--- src/rtl/spi_master_param.sv ---
// Parametrised SPI master: configurable width, SPI mode, SCLK divider,
// bit order and one-hot chip selects behind a start/busy/done handshake.
module spi_master_param #(
    parameter  int unsigned DATA_WIDTH = 8,
    parameter  int unsigned NUM_CS     = 4,
    parameter  int unsigned DIV_WIDTH  = 8,
    localparam int unsigned CS_W       = (NUM_CS > 1) ? $clog2(NUM_CS) : 1
) (
    input  logic                  clk,
    input  logic                  rst,
    input  logic                  start,
    input  logic [DATA_WIDTH-1:0] data_in,
    input  logic [CS_W-1:0]       cs_sel,
    input  logic                  cpol,
    input  logic                  cpha,
    input  logic                  lsb_first,
    input  logic [DIV_WIDTH-1:0]  clk_div,
    input  logic                  miso,
    output logic [DATA_WIDTH-1:0] data_out,
    output logic                  busy,
    output logic                  done,
    output logic                  sclk,
    output logic                  mosi,
    output logic [NUM_CS-1:0]     cs_n
);

    localparam int unsigned EW = $clog2(2 * DATA_WIDTH + 1);
    localparam logic [EW-1:0] LAST_EDGE = EW'(2 * DATA_WIDTH);

    typedef enum logic [1:0] {IDLE, SETUP, SHIFT, HOLD} state_t;

    state_t                state;
    logic [DIV_WIDTH-1:0]  div_q;
    logic [DIV_WIDTH-1:0]  cnt;
    logic [EW-1:0]         edge_cnt;
    logic                  cpol_q;
    logic                  cpha_q;
    logic                  lsb_q;
    logic [DATA_WIDTH-1:0] tx_q;
    logic [DATA_WIDTH-1:0] rx_q;

    logic [NUM_CS-1:0]     cs_dec_c;
    logic                  half_done_c;
    logic [EW-1:0]         next_edge_c;
    logic                  do_edge_c;
    logic                  drive_c;
    logic                  sample_c;
    logic                  tx_bit_c;
    logic [DATA_WIDTH-1:0] tx_shift_c;
    logic [DATA_WIDTH-1:0] rx_shift_c;
    logic                  first_bit_c;
    logic [DATA_WIDTH-1:0] first_shift_c;

    // One-hot active-low decode; out-of-range selects assert nothing
    always_comb begin
        cs_dec_c = '1;
        for (int i = 0; i < int'(NUM_CS); i++) begin
            if (cs_sel == CS_W'(i)) begin
                cs_dec_c[i] = 1'b0;
            end
        end
    end

    // Half-period timing, edge classification and shift-register next values
    always_comb begin
        half_done_c   = (cnt == div_q);
        next_edge_c   = edge_cnt + EW'(1);
        do_edge_c     = half_done_c &&
                        ((state == SETUP) || ((state == SHIFT) && (edge_cnt != LAST_EDGE)));
        drive_c       = cpha_q ? next_edge_c[0]
                               : (!next_edge_c[0] && (next_edge_c != LAST_EDGE));
        sample_c      = cpha_q ? !next_edge_c[0] : next_edge_c[0];
        tx_bit_c      = lsb_q ? tx_q[0] : tx_q[DATA_WIDTH-1];
        tx_shift_c    = lsb_q ? {1'b0, tx_q[DATA_WIDTH-1:1]} : {tx_q[DATA_WIDTH-2:0], 1'b0};
        rx_shift_c    = lsb_q ? {miso, rx_q[DATA_WIDTH-1:1]} : {rx_q[DATA_WIDTH-2:0], miso};
        first_bit_c   = lsb_first ? data_in[0] : data_in[DATA_WIDTH-1];
        first_shift_c = lsb_first ? {1'b0, data_in[DATA_WIDTH-1:1]}
                                  : {data_in[DATA_WIDTH-2:0], 1'b0};
    end

    // Transfer FSM with registered SPI and handshake outputs
    always_ff @(posedge clk or negedge rst) begin
        if (!rst) begin
            state    <= IDLE;
            div_q    <= '0;
            cnt      <= '0;
            edge_cnt <= '0;
            cpol_q   <= 1'b0;
            cpha_q   <= 1'b0;
            lsb_q    <= 1'b0;
            tx_q     <= '0;
            rx_q     <= '0;
            data_out <= '0;
            busy     <= 1'b0;
            done     <= 1'b0;
            sclk     <= 1'b0;
            mosi     <= 1'b0;
            cs_n     <= '1;
        end else begin
            done <= 1'b0;
            case (state)
                IDLE: begin
                    // done gate keeps the completion cycle from accepting a new start
                    if (start && !done) begin
                        state    <= SETUP;
                        div_q    <= clk_div;
                        cpol_q   <= cpol;
                        cpha_q   <= cpha;
                        lsb_q    <= lsb_first;
                        cnt      <= '0;
                        edge_cnt <= '0;
                        rx_q     <= '0;
                        busy     <= 1'b1;
                        cs_n     <= cs_dec_c;
                        sclk     <= cpol;
                        if (!cpha) begin
                            mosi <= first_bit_c;
                            tx_q <= first_shift_c;
                        end else begin
                            tx_q <= data_in;
                        end
                    end
                end
                SETUP: begin
                    if (half_done_c) begin
                        state <= SHIFT;
                        cnt   <= '0;
                    end else begin
                        cnt <= cnt + DIV_WIDTH'(1);
                    end
                end
                SHIFT: begin
                    if (half_done_c) begin
                        cnt <= '0;
                        if (edge_cnt == LAST_EDGE) begin
                            state <= HOLD;
                        end
                    end else begin
                        cnt <= cnt + DIV_WIDTH'(1);
                    end
                end
                HOLD: begin
                    if (half_done_c) begin
                        state    <= IDLE;
                        cnt      <= '0;
                        done     <= 1'b1;
                        busy     <= 1'b0;
                        cs_n     <= '1;
                        data_out <= rx_q;
                    end else begin
                        cnt <= cnt + DIV_WIDTH'(1);
                    end
                end
                default: state <= IDLE;
            endcase

            // SCLK edge: toggle, then drive or sample according to the latched mode
            if (do_edge_c) begin
                sclk     <= !sclk;
                edge_cnt <= next_edge_c;
                if (drive_c) begin
                    mosi <= tx_bit_c;
                    tx_q <= tx_shift_c;
                end
                if (sample_c) begin
                    rx_q <= rx_shift_c;
                end
            end
        end
    end

endmodule
--- config.mk ---
export PLATFORM = sky130hd
export DESIGN_NAME = spi_master_param
export DESIGN_NICKNAME = d
export VERILOG_FILES = /design/src/rtl/spi_master_param.sv
export SDC_FILE = /design/constraint.sdc
export NUM_CORES = 1
export LEC_CHECK = 0
export BUFFER_PORTS_ARGS = -buffer_cell sky130_fd_sc_hd__buf_4
export CAP_MARGIN = 20
export CORE_AREA = 2 2 102 75
export CTS_CLUSTER_DIAMETER = 200
export DETAILED_ROUTE_END_ITERATION = 6
export DIE_AREA = 0 0 104 77
export PLACE_DENSITY_LB_ADDON = 0.12
export SETUP_SLACK_MARGIN = 0.3
export SLEW_MARGIN = 0
export SYNTH_ARGS = -nofsm -noshare
export SYNTH_HDL_FRONTEND = slang
export SYNTH_SLANG_ARGS = --single-unit
--- constraint.sdc ---
create_clock -name clk -period 4.75 [get_ports clk]
set_input_delay 0.2375 -clock clk [delete_from_list [all_inputs] [get_ports clk]]
set_output_delay 0.2375 -clock clk [all_outputs]
set_load 0.02 [all_outputs]
### After elaboration in Yosys (flattened, before gate mapping)

Cells that the tools add are included.

* flip-flop bits (word level): 57
* input bits: 25
* output and inout port bits: 16
* word-level logic and storage cells: 98

* add/sub/neg operators: 2
* equal/unequal tests: 15
* muxes and demuxes: 48
* reduce and logical (&&, ||, !) cells: 19

Operator list (number)
* two-way mux 8 bit: 14
* two-way mux 1 bit: 20
* one-hot mux 8 bit (2 select lines): 1
* two-way mux 5 bit: 3
* two-way mux 2 bit: 5
* != test 5 bit, second input constant: 2
* adder 8 x 1 -> 8 bit, second input constant: 1
* == test 2 bit, second input constant: 4
* == test 8 bit: 1
* two-way mux 4 bit: 2
* != test 2 bit, second input constant: 4
* one-hot mux 2 bit (4 select lines): 1
* one-hot mux 4 bit (2 select lines): 1
* AND reduction 2 bit: 3
* nonzero test 2 bit: 3
* adder 5 x 1 -> 5 bit, second input constant: 1
* == test 5 bit, second input constant: 1
* AND reduction 5 bit: 1
* == test 2 x 1 -> 1 bit, second input constant: 2
* logical AND 1 bit: 4
* zero test 2 bit: 2
* zero test 1 bit: 3
* AND reduction 3 bit: 1
* OR reduction 3 bit: 1
* other kinds (3): 3

### Logic depth before layout (Yosys ltp)

* word-level depth: 6
* gate-level depth with buffers: 8

### Worst setup path after synthesis

Ideal clock, no wire load.

* kind: reg2reg
* start: register state[0]
* end: register lsb_q
* library setup time: 0.067 ns
* data arrival time: 1.766 ns
* path slack: 2.918 ns
* stages on the path, launching flop included: 9
* path buffers: 2
* clock period less this slack: 1.832 ns
* path through: dfrtp_1 inv_1 ha_1 inv_1 nor2_1 buf_1 clkbuf_1 nand2_1 nand2_1

* cells in the longest elaborated chain, start to end: 2

RTL lines
* start, declared: line 32 `state_t state;`
* start signal, assigned: line 84 `state <= IDLE;`
* start signal, assigned: line 105 `state <= SETUP;`
* start signal, assigned: line 126 `state <= SHIFT;`
* zero test 2 bit: line 101 `case (state)`
* AND reduction 2 bit (no source line)
* end signal, assigned: line 109 `lsb_q <= lsb_first;`
* end, declared: line 38 `logic lsb_q;`

No other way between the ends.
A chain may end at the register's enable or synchronous reset.

### Worst setup path in the final report

* start: register cnt[6]
* end: register cs_n[1]

* cells in the longest elaborated chain, start to end: 3

RTL lines
* start, declared: line 34 `logic [DIV_WIDTH-1:0] cnt;`
* start signal, assigned: line 129 `cnt <= cnt + DIV_WIDTH'(1);`
* start signal, assigned: line 139 `cnt <= cnt + DIV_WIDTH'(1);`
* start signal, assigned: line 151 `cnt <= cnt + DIV_WIDTH'(1);`
* == test 8 bit: line 66 `half_done_c = (cnt == div_q);`
* != test 2 bit (no source line)
* AND reduction 3 bit (no source line)
* end signal, assigned: line 114 `cs_n <= cs_dec_c;`
* end, declared: line 24 `output logic [NUM_CS-1:0] cs_n`

No other way between the ends.

==> metrics.csv <==
metric;value;unit
path_cells;xor2_1 > nor4_4 > nand3_1 > a21oi_1 > a2bb2oi_1;
dieHeight;77;um
dpl.cell_count;418;
cp-start-kind;register;
synth_edf_count;0;
ys_seq_elements;57;
max_cap_violations;0;
initial_core_util;0.437;
io_buffers;40;
combPwrFrac;0.340;
fmax;0.427;GHz
dr.pass1.iters;4;
postCtsSetupBuffers;0;
ys_types;44;
cp-end-kind;register;
status;finished clean;
synth_nets;327;
grtUsageTotal;0.186;
syn_area_per_cell;10.4;um^2
dp_slack;2380;ps
p_int;1.35;mW
dieArea;8010;um^2
yosysTopAreaCellShare;0.432;
power_leakage;1.82;nW
area_growth;20.9;%
antenna_found_initial;0;
setup_viol;0;
hold_violations;0;
fin_ws;2410;ps
core_area;7030;um^2
numCtsBuffers;9;
place.gp.congestion;0.773;
slew_headroom;0.362;
seqPwrFrac;0.377;
clock_sinks;57;
grt_pass1_wl;11600;um
hold_class;in -> reg;
ys_dominant_reg_cell;dfrtp_1;
worst_path_largest_cell_delay;530;ps
clk_path_buf_depth;2;
cts_tree;done;
critPathMaxFanout;11;
rsz0062_at_grt;false;
fin_skew;5.72;ps
syn_inst;294;
layout_min_cycle_time;2340;ps
die_x;104;um
grt-ovfl-total;0;
timing.final.crit_share;0.493;
final_cells;436;
grt_pass1_vias;2239;
cp_slowest_cell;a21oi_1;
pwr-share-clk;0.283;
finalMaxSlewViolations;0;
n_antenna_cell;0;
drive_above_1_share;0.204;
vias_per_cell;5.14;
via_count;2242;
io-pin-count;41;
p_per_area;564;nW/um^2
power.net_switching;0.745;mW
root_buffer;clkbuf_8;
wirelength;6550;um
grt_busiest_layer;met1;
synth.largest_area_cell;dfrtp_1;
tightest_slew;957;ps
synthArstFlopShare;1.00;
irDropWorstVdd;0.000245;V
synth_area_leaders;dfrtp_1 43%, mux2i_1 15%, nand2_1 6.5%, dfstp_2 3.4%, mux2_1 3.3%;
grt_use_met1;0.280;
hold_buffers;1;
yosysSeqAreaShare;0.466;
ctsResizeCount;0;
critPathKind;reg -> reg;
htreeDepth;3;
crit_required;5030;ps
syn_area;3070;um^2
gr-usage-met2;0.247;
placementRows;26;
yosysWarnings;0;
drc_errors;0;
detailed_place_hpwl;4490;um
switching_share;0.356;
path_clk_slew;70;ps
crit_arrival;2620;ps
worstSkewPairLatency;350;ps
first_iter_violations;93;
wl_per_cell;15.0;um
fin_nets;366;
fin_setup_tns;0;ps
grt_start_max_net_pins;58;
ant_nets;0;
use_met3;0.0561;
==> Yosys cell counts, drive strengths merged (2+ instances only) <==
cell,count
nor4,2
and2,2
nor3b,2
o21ai,14
inv,8
a211oi,3
buf,7
nand2,53
o22a,2
nand3,5
nand3b,3
dfstp,4
and3,4
nand2b,8
clkbuf,8
nor3,2
a31oi,5
a21oi,14
a22o,2
nor2,5
a2bb2oi,2
xor2,8
dfrtp,53
mux2i,46
mux2,12
ha,8
==> per-stage QoR <==
stage / utilization / hold WS, ps / cell area, um^2 / power, mW
after floorplan: - / -58.1 / 3070 / 1.30
after global placement: 0.488 / 349 / 3430 / 1.49
after detailed placement: 0.488 / 347 / 3430 / 1.50
after CTS: 0.527 / 21.1 / 3700 / 2.11
after global routing: 0.528 / 18.7 / 3710 / 2.24
final: 0.528 / 38.7 / 3710 / 2.09
==> sequential cells by signal (all words and copies together), names as in the netlist <==
| name | flops |
|---|---|
| done | 1 |
| lsb_q | 1 |
| cs_n | 4 |
| cnt | 8 |
| rx_q | 8 |
| tx_q | 8 |
| edge_cnt | 5 |
| cpha_q | 1 |
| sclk | 1 |
| state | 2 |
| mosi | 1 |
| busy | 1 |
| data_out | 8 |
| div_q | 8 |
==> logic make-up (layout without fill, tap and decap cells) <==
kind of cell               Yosys count  in the layout  synth area share
DFF                                 57             57             0.466
xor gates and xnor gates             9              9            0.0257
adders and majority gates            8              8            0.0326
AOI/OAI and AO/OA                   48             48            0.0970
muxes                               58             58             0.194
and+or+nand+nor                     91             91             0.152
buffers and inverters               23             67            0.0322
==> worst max-delay path: cells and delay by family (launching register included) <==
kind | cells | cell delay (ps)
flip-flops | 1 | 410
AO/OA/AOI/OAI | 2 | 730
XOR/XNOR | 1 | 190
AND/OR/NAND/NOR | 2 | 930
==> power groups by stage <==
stage	clock [mW]	sequential [mW]	combinational (mW)
6_report	0.593	0.789	0.713
5_1_grt	0.631	0.813	0.798
4_1_cts	0.607	0.788	0.714
3_5_place_dp	0	0.795	0.709
3_3_place_gp	0	0.795	0.697
2_1_floorplan	0	0.758	0.541
==> metal layers <==
layer  up-vias  routed length [um]
met5         -                   0
met4         0                 110
met3        10                 269
met2        45                2570
met1      1077                3600
li1       1110                   -
==> area by class of cell <==
cell class,instances,area [um^2]
clock buffer,12,165
clock inverter,4,97.6
fill,667,3310
inverter,8,30.0
multi-input combinational,214,1540
sequential,57,1430
tap,98,123
timing repair buffer,43,325
==> path summary, 6_finish.rpt <==
| kind | from | cells after the start | to | slack [ps] |
|---|---|---|---|---|
| setup / recovery | cnt[6] | 5 | cs_n[1] | 2410 |
| hold / removal | cs_sel[0] | 2 | cs_n[1] | 40 |
| setup reg to reg | cnt[6] | 5 | cs_n[1] | 2410 |
| hold reg to reg | data_out[6] | 1 | data_out[6] | 490 |
| max in group asynchronous | rst | 2 | data_out[7] | 3770 |
| min in group asynchronous | rst | 2 | data_out[1] | 490 |
==> cells in the final DEF (no fill, tap or decap), drive strengths merged, types with 4 or more instances in the layout <==
cell type / instances
nor2: 5
a31oi: 5
inv: 8
xor2: 8
nand2b: 8
ha: 8
dfstp: 4
nand2: 53
mux2: 12
o21ai: 14
dfrtp: 53
mux2i: 46
nand3: 5
clkbuf: 12
buf: 42
a21oi: 14
and3: 4
Note: power is estimated with default switching activity, not from simulation.
